[src/rtl/cordic_pkg.sv]
// Shared types and constants for the cordic phase generator and its dither LFSR.
package cordic_pkg;

    localparam int unsigned ANGLE_WIDTH = 32;

    typedef enum logic [1:0] {
        StIdle  = 2'd0,
        StRun   = 2'd1,
        StSweep = 2'd2
    } state_e;

    // Full scale 2^32 = 360 degrees
    localparam logic [ANGLE_WIDTH-1:0] ANGLE_0   = 32'h0000_0000;
    localparam logic [ANGLE_WIDTH-1:0] ANGLE_90  = 32'h4000_0000;
    localparam logic [ANGLE_WIDTH-1:0] ANGLE_180 = 32'h8000_0000;
    localparam logic [ANGLE_WIDTH-1:0] ANGLE_270 = 32'hC000_0000;

    localparam int unsigned LFSR_WIDTH = 16;
    localparam logic [LFSR_WIDTH-1:0] LFSR_SEED = 16'hACE1;
    // x^16 + x^14 + x^13 + x^11 + 1
    localparam logic [LFSR_WIDTH-1:0] LFSR_TAPS = 16'hB400;

endpackage

[src/rtl/cordic_phase_lfsr.sv]
// 16-bit maximal Fibonacci LFSR providing the low-order angle dither bits.
module cordic_phase_lfsr
    import cordic_pkg::*;
#(
    parameter int unsigned DITHER_BITS = 4
) (
    input  logic                   clk_i,
    input  logic                   rst_i,
    input  logic                   advance_i,
    output logic [DITHER_BITS-1:0] dither_o
);

    logic [LFSR_WIDTH-1:0] lfsr_q;
    logic [LFSR_WIDTH-1:0] lfsr_d;

    always_comb begin
        lfsr_d = lfsr_q;
        if (advance_i) begin
            lfsr_d = {lfsr_q[LFSR_WIDTH-2:0], ^(lfsr_q & LFSR_TAPS)};
        end
    end

    always_ff @(posedge clk_i or posedge rst_i) begin
        if (rst_i) begin
            lfsr_q <= LFSR_SEED;
        end else begin
            lfsr_q <= lfsr_d;
        end
    end

    assign dither_o = lfsr_q[DITHER_BITS-1:0];

endmodule

[src/rtl/cordic_phase_gen.sv]
// NCO phase front end: constant or linear-chirp angle stream for the cordic rotator.
// Optional angle dither enabled by defining CORDIC_PHASE_DITHER_EN.
module cordic_phase_gen
    import cordic_pkg::*;
#(
    parameter int unsigned DWELL_WIDTH = 16,
    parameter int unsigned DITHER_BITS = 4
) (
    input  logic                   clk_i,
    input  logic                   rst_i,
    input  logic                   enable_i,
    input  logic                   halt_i,
    input  logic                   cfg_valid_i,
    output logic                   cfg_ready_o,
    input  logic                   cfg_mode_i,
    input  logic [ANGLE_WIDTH-1:0] cfg_ftw_i,
    input  logic [ANGLE_WIDTH-1:0] cfg_offset_i,
    input  logic [ANGLE_WIDTH-1:0] cfg_step_i,
    input  logic [ANGLE_WIDTH-1:0] cfg_stop_i,
    input  logic [DWELL_WIDTH-1:0] cfg_dwell_i,
    output logic [ANGLE_WIDTH-1:0] angle_o,
    output logic                   angle_valid_o,
    output logic                   sweep_done_o,
    output logic                   busy_o
);

    state_e                 state_q, state_d;
    logic [ANGLE_WIDTH-1:0] acc_q, acc_d;
    logic [ANGLE_WIDTH-1:0] ftw_q, ftw_d;
    logic [ANGLE_WIDTH-1:0] offset_q, offset_d;
    logic [ANGLE_WIDTH-1:0] step_q, step_d;
    logic [ANGLE_WIDTH-1:0] stop_q, stop_d;
    logic [DWELL_WIDTH-1:0] dwell_cfg_q, dwell_cfg_d;
    logic [DWELL_WIDTH-1:0] dwell_cnt_q, dwell_cnt_d;
    logic [ANGLE_WIDTH-1:0] angle_q, angle_d;
    logic                   angle_valid_q, angle_valid_d;
    logic                   sweep_done_q, sweep_done_d;

    logic                   advance;
    logic                   accept;
    logic [ANGLE_WIDTH:0]   ftw_next_wide;
    logic [ANGLE_WIDTH-1:0] dither;

    assign cfg_ready_o   = ~rst_i;
    assign advance       = enable_i && (state_q != StIdle);
    assign accept        = cfg_valid_i && cfg_ready_o && !halt_i;
    assign ftw_next_wide = {1'b0, ftw_q} + {1'b0, step_q};

`ifdef CORDIC_PHASE_DITHER_EN
    logic [DITHER_BITS-1:0] dither_bits;

    cordic_phase_lfsr #(
        .DITHER_BITS (DITHER_BITS)
    ) u_lfsr (
        .clk_i     (clk_i),
        .rst_i     (rst_i),
        .advance_i (advance && !halt_i),
        .dither_o  (dither_bits)
    );

    assign dither = ANGLE_WIDTH'(dither_bits);
`else
    assign dither = ANGLE_0;
`endif

    always_comb begin
        state_d       = state_q;
        acc_d         = acc_q;
        ftw_d         = ftw_q;
        offset_d      = offset_q;
        step_d        = step_q;
        stop_d        = stop_q;
        dwell_cfg_d   = dwell_cfg_q;
        dwell_cnt_d   = dwell_cnt_q;
        angle_d       = angle_q;
        angle_valid_d = 1'b0;
        sweep_done_d  = 1'b0;

        if (halt_i) begin
            state_d = StIdle;
            acc_d   = ANGLE_0;
            angle_d = ANGLE_0;
        end else begin
            if (advance) begin
                angle_d       = acc_q + offset_q + dither;
                acc_d         = acc_q + ftw_q;
                angle_valid_d = 1'b1;
                if (state_q == StSweep) begin
                    if (dwell_cnt_q == '0) begin
                        dwell_cnt_d = dwell_cfg_q;
                        if (ftw_next_wide >= {1'b0, stop_q}) begin
                            ftw_d        = stop_q;
                            sweep_done_d = 1'b1;
                            state_d      = StRun;
                        end else begin
                            ftw_d = ftw_next_wide[ANGLE_WIDTH-1:0];
                        end
                    end else begin
                        dwell_cnt_d = dwell_cnt_q - 1'b1;
                    end
                end
            end

            // A new config overrides any sweep bookkeeping from this same edge
            if (accept) begin
                ftw_d       = cfg_ftw_i;
                offset_d    = cfg_offset_i;
                step_d      = cfg_step_i;
                stop_d      = cfg_stop_i;
                dwell_cfg_d = cfg_dwell_i;
                dwell_cnt_d = cfg_dwell_i;
                if (state_q == StIdle) begin
                    acc_d = ANGLE_0;
                end
                if (!cfg_mode_i || (cfg_step_i == '0)) begin
                    state_d = StRun;
                end else if (cfg_ftw_i >= cfg_stop_i) begin
                    state_d      = StRun;
                    sweep_done_d = 1'b1;
                end else begin
                    state_d = StSweep;
                end
            end
        end
    end

    always_ff @(posedge clk_i or posedge rst_i) begin
        if (rst_i) begin
            state_q       <= StIdle;
            acc_q         <= ANGLE_0;
            ftw_q         <= '0;
            offset_q      <= '0;
            step_q        <= '0;
            stop_q        <= '0;
            dwell_cfg_q   <= '0;
            dwell_cnt_q   <= '0;
            angle_q       <= ANGLE_0;
            angle_valid_q <= 1'b0;
            sweep_done_q  <= 1'b0;
        end else begin
            state_q       <= state_d;
            acc_q         <= acc_d;
            ftw_q         <= ftw_d;
            offset_q      <= offset_d;
            step_q        <= step_d;
            stop_q        <= stop_d;
            dwell_cfg_q   <= dwell_cfg_d;
            dwell_cnt_q   <= dwell_cnt_d;
            angle_q       <= angle_d;
            angle_valid_q <= angle_valid_d;
            sweep_done_q  <= sweep_done_d;
        end
    end

    assign angle_o       = angle_q;
    assign angle_valid_o = angle_valid_q;
    assign sweep_done_o  = sweep_done_q;
    assign busy_o        = (state_q != StIdle);

endmodule

[config.mk]
export PLATFORM = sky130hd
export DESIGN_NAME = cordic_phase_gen
export DESIGN_NICKNAME = d
export VERILOG_FILES = /design/src/rtl/cordic_pkg.sv /design/src/rtl/cordic_phase_lfsr.sv /design/src/rtl/cordic_phase_gen.sv
export SDC_FILE = /design/constraint.sdc
export NUM_CORES = 1
export LEC_CHECK = 0
export ABC_AREA = 1
export CAP_MARGIN = 20
export CORE_MARGIN = 2
export CORE_UTILIZATION = 60
export CTS_CLUSTER_SIZE = 25
export DETAILED_ROUTE_END_ITERATION = 10
export DONT_BUFFER_PORTS = 1
export PLACE_DENSITY = 0.88
export SLEW_MARGIN = 20
export SYNTH_ARGS = -nofsm -noshare
export SYNTH_HDL_FRONTEND = slang
export SYNTH_SLANG_ARGS = --single-unit
[constraint.sdc]
create_clock -name clk_i -period 9.1 [get_ports clk_i]
set_input_delay 1.365 -clock clk_i [delete_from_list [all_inputs] [get_ports clk_i]]
set_output_delay 1.365 -clock clk_i [all_outputs]
set_load 0.02 [all_outputs]
==> results of run 1 <==
[through the flow]
stage	total power, mW	hold slack [ps]	utilization [%]	area (um^2)	instances
finish	4.66	468	65.0	18000	2719
global route	4.97	499	65.0	18000	2719
CTS	4.61	469	65.0	18000	2719
detailed placement	3.45	454	61.6	17000	2671
global placement	3.39	451	61.6	17000	2671
floorplan	2.92	436	-	16700	2350
[layer usage]
| metal | vias to the layer above | track usage (%) | wire [um] |
|---|---|---|---|
| met1 | 7695 | 46.2 | 21500 |
| li1 | 7691 | - | - |
| met3 | 118 | 5.37 | 3970 |
| met5 | - | 0 | 0 |
| met4 | 0 | 15.0 | 2420 |
| met2 | 713 | 58.5 | 23900 |
[placed cells by master, fill, tap and decap left out, types with 4 or more instances in the layout]
master       n
a21boi_0     5
a21boi_1     4
a21o_1      22
a21oi_1    167
a31oi_1     21
a32o_1       4
buf_4        9
bufinv_16    5
clkbuf_16   26
clkinv_2     7
dfrtp_1    228
ha_1       160
inv_1      255
inv_2        4
nand2_1    657
nand2_2      4
nand3_1    136
nand4_1     28
nor2_1     238
nor2_4       4
nor3_1      18
nor4_1       9
o211ai_1    18
o21a_1       7
o21ai_0    148
o21ai_1     17
o21ai_2      5
o21bai_1    10
o221ai_1     5
or2_2       13
xnor2_1     17
xor2_1      42
[how the worst max path moves through the flow]
stage | start | cells after the start | end | slack, ps
after CTS | ftw_q[0] | 29 | state_q[1] | 4070
after global routing | ftw_q[0] | 29 | state_q[1] | 3520
final | ftw_q[8] | 22 | ftw_q[18] | 3890
after detailed placement | ftw_q[0] | 29 | state_q[1] | 4080
after floorplan | rst_i | 10 | ftw_q[14] | 1150
after global placement | ftw_q[8] | 22 | state_q[0] | 4290
[state kept, by name, indices dropped and copies added (netlist names)]
| signal | count |
|---|---|
| acc_q | 32 |
| angle_o | 32 |
| ftw_q | 32 |
| offset_q | 32 |
| step_q | 32 |
| stop_q | 32 |
| dwell_cfg_q | 16 |
| dwell_cnt_q | 16 |
| state_q | 2 |
| angle_valid_o | 1 |
| sweep_done_o | 1 |
[power breakdown]
| part | switching (mW) | internal (mW) | leakage, nW |
|---|---|---|---|
| Combinational | 1.36 | 0.725 | 6.23 |
| Sequential | 0.230 | 1.19 | 2.91 |
| Clock | 0.466 | 0.679 | 0.451 |
| Total | 2.06 | 2.60 | 9.59 |
[critical path, stage by stage (launching register included)]
cell and delay, ps:
dfrtp_1 500, ha_1 410, nand2_1 150, inv_1 50
a21oi_1 280, o21ai_0 120, nand2_1 70, nand3_1 200
a21oi_1 230, xor2_1 400, ha_1 320, nand2_1 70
nor2_1 50, nand4_1 80, nor3b_1 60, nor2_1 90
o31ai_1 120, a21oi_4 690, nand2_2 630, nand2_1 220
nand3_1 100, nand2_1 170, nand2_1 60
[kinds of logic after synthesis]
logic type                 count (synthesis)  synth area share (%)
buffers and inverters                    327                  7.60
and+or+nand+nor                         1119                  27.4
adders and majority gates                163                  12.3
xor gates and xnor gates                  59                  3.09
AOI/OAI and AO/OA                        454                  15.5
DFF                                      228                  34.1
[area by class of cell]
class                      instances  area (um^2)  share of cell area (%)
multi-input combinational       1795         9790                    54.5
sequential                       228         5710                    31.8
inverter                         261          990                    5.51
clock buffer                      28          668                    3.72
tap                              378          473                    2.63
clock inverter                    20          259                    1.44
timing repair buffer               9         67.6                   0.376
==> metrics.log, run 1 <==
INFO  metric status = finished, final reports clean
INFO  metric async_reset_ff_share = between 90% and 100%
INFO  metric die-area = between 0.02 and 0.03 mm^2
INFO  metric synthDominantCellAreaShare = around a third
INFO  metric number_of_buffers_inserted_by_port_buffering = 0
INFO  metric crit_path_end_kind = register
INFO  metric cts_resized = 0
INFO  metric r2r_worst_path_depth = 22
INFO  metric synth_edf_count = 0
INFO  metric postSynthRegisterBits = 228
INFO  metric grtUsageTotal = roughly 35%
INFO  metric ios = approximately 190
INFO  metric coreArea = approximately 0.028 mm^2
INFO  metric drive_gt1_share = ~4%
INFO  metric maxCapViolCount = 0
INFO  metric antenna_violations_before_repair = 1
INFO  metric clk_pin_slew = approximately 60 ps
INFO  metric placementRows = 61
INFO  metric cts-hold-fix-buffers = 0
INFO  metric ir_worst_vdd = between 0.0002 and 0.00025 V
INFO  metric cts-htree-levels = 1
INFO  metric drt_antenna_net_count = 0
INFO  metric grt_max_degree = between 100 and 150
INFO  metric post_cts_repair_setup_buffers = 0
INFO  metric drt_first_pass_iters = 6
INFO  metric clock_insertion_delay_worst_skew = about 560 ps
INFO  metric worst_path_setup_slack_after_routing = 3890 ps
INFO  metric hpwlAfterDp = approximately 40 mm
INFO  metric synthMostInstantiatedCell = nand2_1
INFO  metric finish.net_count = 2,634
INFO  metric worst_slew_margin_rel = approximately 30%
INFO  metric worst-slew-pin-transition = ~1100 ps
INFO  metric n_antenna_cell = 0
INFO  metric grt_pass1_wl = roughly 81 mm
INFO  metric min-delay-start = dwell_cfg_q[2]
INFO  metric initial_core_utilization = between 60% and 70%
INFO  metric yosysUniqueCellTypes = 55
INFO  metric syn-instance-count = ~2,400
INFO  metric grt_overflow = 0
INFO  metric synth.cell_area = 0.0167 mm^2
INFO  metric final_max_slew_viol_count = 0
INFO  metric number_of_global_route_vias_before_repair = roughly 16,000
INFO  metric seq_area_frac_synth = between 30% and 40%
INFO  metric count_of_yosys_warnings_during_synthesis = 0
INFO  metric post_route_fraction_of_the_period_consumed_by_the_critical_path = between 50% and 60%
INFO  metric cp-start-kind = register
INFO  metric netlist.top_cell.by_area = dfrtp_1
INFO  metric drt_iter0_markers = ~1,400
INFO  metric fmax = ~190 MHz
INFO  metric final-hold-violation-count = 0
INFO  metric synth_commonest_cells = 657 x nand2_1, 256 x inv_1, 240 x nor2_1, 228 x dfrtp_1, 167 x a21oi_1
INFO  metric finClkSkew = ~17 ps
INFO  metric yosys_most_used_dff = dfrtp_1
INFO  metric num_vias = around 16,000
INFO  metric wl_per_cell = about 19 um
INFO  metric synth_top_cells_by_area = dfrtp_1 34%, nand2_1 15%, ha_1 12%
INFO  metric setup_viol = 0
INFO  metric remaining_drc_errors = 0
INFO  metric areaGrowthSynthToFinish = 7.19%
INFO  metric clock_sinks = between 200 and 250
INFO  metric pwr_density_cell = 259 mW/mm^2
INFO  metric final.setup.tns = 0 ps
INFO  metric critPathArrivalTime = about 5600 ps
INFO  metric rrSetupSlack = 3890 ps
INFO  metric worst_hold_path_type = reg2reg
INFO  metric routed_wirelength = approximately 52 mm
INFO  metric placement.setup.worst_slack = between 4000 and 5000 ps
INFO  metric r2r-end = ftw_q[18]
INFO  metric detail_route.vias_per_cell = a little under 6
INFO  metric whs_path_depth = 2
INFO  metric floorplan.die.width = between 150 and 200 um
INFO  metric synth.net_count = between 2,000 and 3,000
INFO  metric worst-endpoint-required = 9530 ps
INFO  metric n_fill_cell = between 2,000 and 2,500
INFO  metric hold-path-endpoint = dwell_cfg_q[2]
INFO  metric die_height = roughly 170 um
INFO  metric r2r-start = ftw_q[8]
INFO  metric cts_buffers = 26
INFO  metric path_max_fanout = 33
INFO  metric cts-root-to-sink-buffers = 3
INFO  metric gp_congestion = about 1
INFO  metric grt_setup_unrepaired = no
INFO  metric cts_tree = done
INFO  metric timing_worst_setup_path_type = reg2reg
INFO  metric syn_avg_cell_area = roughly 7.1 um^2
INFO  metric min_period = around 5200 ps
INFO  metric root_buffer = clkbuf_16
INFO  metric leakagePower = approximately 9.6 nW
(Power assumes the default switching activity.)
==> run 2, diff against run 1 <==
--- a/config.mk
+++ b/config.mk
@@ -8,11 +8,11 @@
 export ABC_AREA = 1
 export CAP_MARGIN = 20
 export CORE_MARGIN = 2
-export CORE_UTILIZATION = 60
+export CORE_UTILIZATION = 59
 export CTS_CLUSTER_SIZE = 25
 export DETAILED_ROUTE_END_ITERATION = 10
 export DONT_BUFFER_PORTS = 1
-export PLACE_DENSITY = 0.88
+export PLACE_DENSITY = 0.9
 export SLEW_MARGIN = 20
 export SYNTH_ARGS = -nofsm -noshare
 export SYNTH_HDL_FRONTEND = slang
==> constraint.sdc (replaced) <==
create_clock -name clk_i -period 4.5 [get_ports clk_i]
set_input_delay 0.675 -clock clk_i [delete_from_list [all_inputs] [get_ports clk_i]]
set_output_delay 0.675 -clock clk_i [all_outputs]
set_load 0.02 [all_outputs]
==> metrics.log, run 2 (synthesis gave the netlist of run 1 again) <==
INFO  metric status = finished, final reports clean
INFO  metric gp_congestion = 0.955 (-4.1%)
INFO  metric cts_buffers = 26 (unchanged)
INFO  metric cp-start-kind = register
INFO  metric grt_setup_unrepaired = no
INFO  metric drt_iter0_markers = 1,398 (-2.4%)
INFO  metric most-common-layout-cells = 657 x nand2_1, 255 x inv_1, 238 x nor2_1, 228 x dfrtp_1, 167 x a21oi_1
INFO  metric number_of_buffers_inserted_by_port_buffering = 0 (unchanged)
INFO  metric ir_worst_vdd = 0.000449 V (+120%)
INFO  metric maxCapViolCount = 0 (unchanged)
INFO  metric critPathArrivalTime = 4590 ps (-1050 ps)
INFO  metric post_route_fraction_of_the_period_consumed_by_the_critical_path = 91.5% (+34 points)
INFO  metric min_period = 4120 ps (-1100 ps)
INFO  metric placedInstanceArea = 0.0171 mm^2 (+0.36%)
INFO  metric drt_antenna_net_count = 0 (unchanged)
INFO  metric drive_gt1_share = 4.18% (+0.075 points)
INFO  metric timing_worst_setup_path_type = reg2reg
INFO  metric grt_pass1_wl = 77.7 mm (-4.6%)
INFO  metric clock_insertion_delay_worst_skew = 540 ps (-20 ps)
INFO  metric worst-slew-pin-transition = 1010 ps (-44.5 ps)
INFO  metric finalHoldWorstSlack = 189 ps (-279 ps)
INFO  metric worst_slew_margin_rel = 32.9% (+3.0 points)
INFO  metric hpwlAfterDp = 37.1 mm (-7.6%)
INFO  metric power.switching_fraction = 42.7% (-1.5 points)
INFO  metric num_vias = 16,078 (-0.86%)
INFO  metric wl_per_cell = 17.7 um (-7.1%)
INFO  metric p_comb_share = 45.1% (+0.3 points)
INFO  metric grt_overflow = 0 (unchanged)
INFO  metric finish.net_count = 2,640 (+0.23%)
INFO  metric initial_core_utilization = 60.1% (-0.50 points)
INFO  metric worst_hold_path_type = in2reg
INFO  metric path_max_fanout = 23 (-30%)
INFO  metric critical-path-max-stage-delay = 410 ps (-280 ps)
INFO  metric detail_route.vias_per_cell = 5.90 (-1.1%)
INFO  metric antenna_violations_before_repair = 0 (-1)
INFO  metric design_area = 0.0180 mm^2 (+0.43%)
INFO  metric worst-endpoint-required = 4970 ps (-4560 ps)
INFO  metric number_of_global_route_vias_before_repair = 15,517 (-0.31%)
INFO  metric pwr_density_cell = 519 mW/mm^2 (+100%)
INFO  metric final-hold-violation-count = 0 (unchanged)
INFO  metric post-route-util = 64.7% (-0.26 points)
INFO  metric crit_path_end_kind = register
INFO  metric floorplan.die.width = 172 um (+0.82%)
INFO  metric remaining_drc_errors = 0 (unchanged)
INFO  metric ios = 186 (unchanged)
INFO  metric clock_sinks = 228 (unchanged)
INFO  metric root_buffer = clkbuf_16
INFO  metric total_power = 9.35 mW (+100%)
INFO  metric power_report.internal_total = 5.36 mW (+110%)
INFO  metric fmax = 243 MHz (+27%)
INFO  metric post_cts_repair_setup_buffers = 0 (unchanged)
INFO  metric commonest_non_fill_non_tap_cell_in_the_layout = nand2_1
INFO  metric grtUsageTotal = 32.6% (-2.7 points)
INFO  metric cp_common_cell = nand2_1
INFO  metric n_antenna_cell = 0 (unchanged)
INFO  metric pwr-share-seq = 30.5% (about the same)
INFO  metric setup_viol = 0 (unchanged)
INFO  metric placementRows = 61 (unchanged)
INFO  metric drt_first_pass_iters = 6 (unchanged)
INFO  metric die-area = 0.0298 mm^2 (+1.7%)
INFO  metric coreArea = 0.0279 mm^2 (+0.83%)
INFO  metric final_max_slew_viol_count = 0 (unchanged)
INFO  metric n_fill_cell = 2,374 (-1.7%)
INFO  metric routed_wirelength = 48.3 mm (-6.9%)
INFO  metric areaGrowthSynthToFinish = 7.66%
INFO  metric die_height = 172 um (+0.82%)
INFO  metric leakagePower = 9.63 nW (+0.47%)
INFO  metric clkPwrFrac = 24.5% (about the same)
INFO  metric cts_tree = done
INFO  metric cts-root-to-sink-buffers = 3 (unchanged)
INFO  metric grt_max_degree = 117 (+4.5%)
INFO  metric finClkSkew = 10.4 ps (-6.96 ps)
INFO  metric switching_power = 4.00 mW (+94%)
INFO  metric cpMaxStageDelayCell = dfrtp_1
INFO  metric clk_pin_slew = 60 ps (about the same)
INFO  metric cts-htree-levels = 1 (unchanged)
==> run 2: worst paths after layout <==
| path | startpoint | end | slack (ps) | depth (start not counted) |
|---|---|---|---|---|
| hold reg to reg | dwell_cfg_q[4] | dwell_cfg_q[4] | 470 | 2 |
| setup / recovery | ftw_q[0] | ftw_q[11] | 380 | 31 |
| setup reg to reg | ftw_q[0] | ftw_q[11] | 380 | 31 |
| min in group asynchronous | rst_i | step_q[10] | 480 | 2 |
| hold / removal | halt_i | sweep_done_o | 190 | 1 |
| max in group asynchronous | rst_i | acc_q[22] | 2760 | 3 |
==> run 2: critical path, delay by kind of cell (launching register included) <==
| kind | cells | cell delay, ps |
|---|---|---|
| AOI/OAI and AO/OA | 2 | 280 |
| xor gates and xnor gates | 1 | 160 |
| adders and majority gates | 3 | 920 |
| buffers and inverters | 2 | 230 |
| DFF | 1 | 410 |
| and+or+nand+nor | 23 | 2050 |
==> run 2: power groups by stage <==
| stage | Sequential [mW] | Clock (mW) | Combinational [mW] |
|---|---|---|---|
| 6_report | 2.85 | 2.29 | 4.22 |
| 5_1_grt | 2.89 | 2.38 | 4.77 |
| 4_1_cts | 2.83 | 2.30 | 4.12 |
| 3_5_place_dp | 2.86 | 0 | 4.07 |
| 3_3_place_gp | 2.84 | 0 | 3.93 |
| 2_1_floorplan | 2.70 | 0 | 3.21 |
==> run 2: timing repair <==
action / CTS / global route
hold buffers: 0 / 0
endpoints found under the hold margin: 0 / 0
endpoints found under the setup margin: 0 / 26
resized for setup: 0 / 3
==> run 2: through the flow <==
stage / instances / setup TNS (ps) / setup slack (ps)
2_1_floorplan: 2350 / -155300 / -920
3_3_place_gp: 2677 / 0 / 478
3_5_place_dp: 2677 / 0 / 363
4_1_cts: 2725 / 0 / 347
5_1_grt: 2725 / 0 / 0.754
6_report: 2725 / 0 / 384
==> run 2: area by class of cell <==
type                       instances  area (um^2)  area share, %
multi-input combinational       1795         9800           54.3
inverter                         261          986           5.47
tap                              378          473           2.62
clock inverter                    11          163          0.902
timing repair buffer              15          145          0.805
clock buffer                      37          763           4.23
sequential                       228         5710           31.6
==> run 2: routing by layer <==
metal / up-vias / track usage, % / part of all wire, %
met1: 7502 / 43.8 / 43
met5: - / 0 / 0
met3: 127 / 4.83 / 7.5
li1: 7705 / - / -
met2: 744 / 53.0 / 45
met4: 0 / 13.3 / 4.7
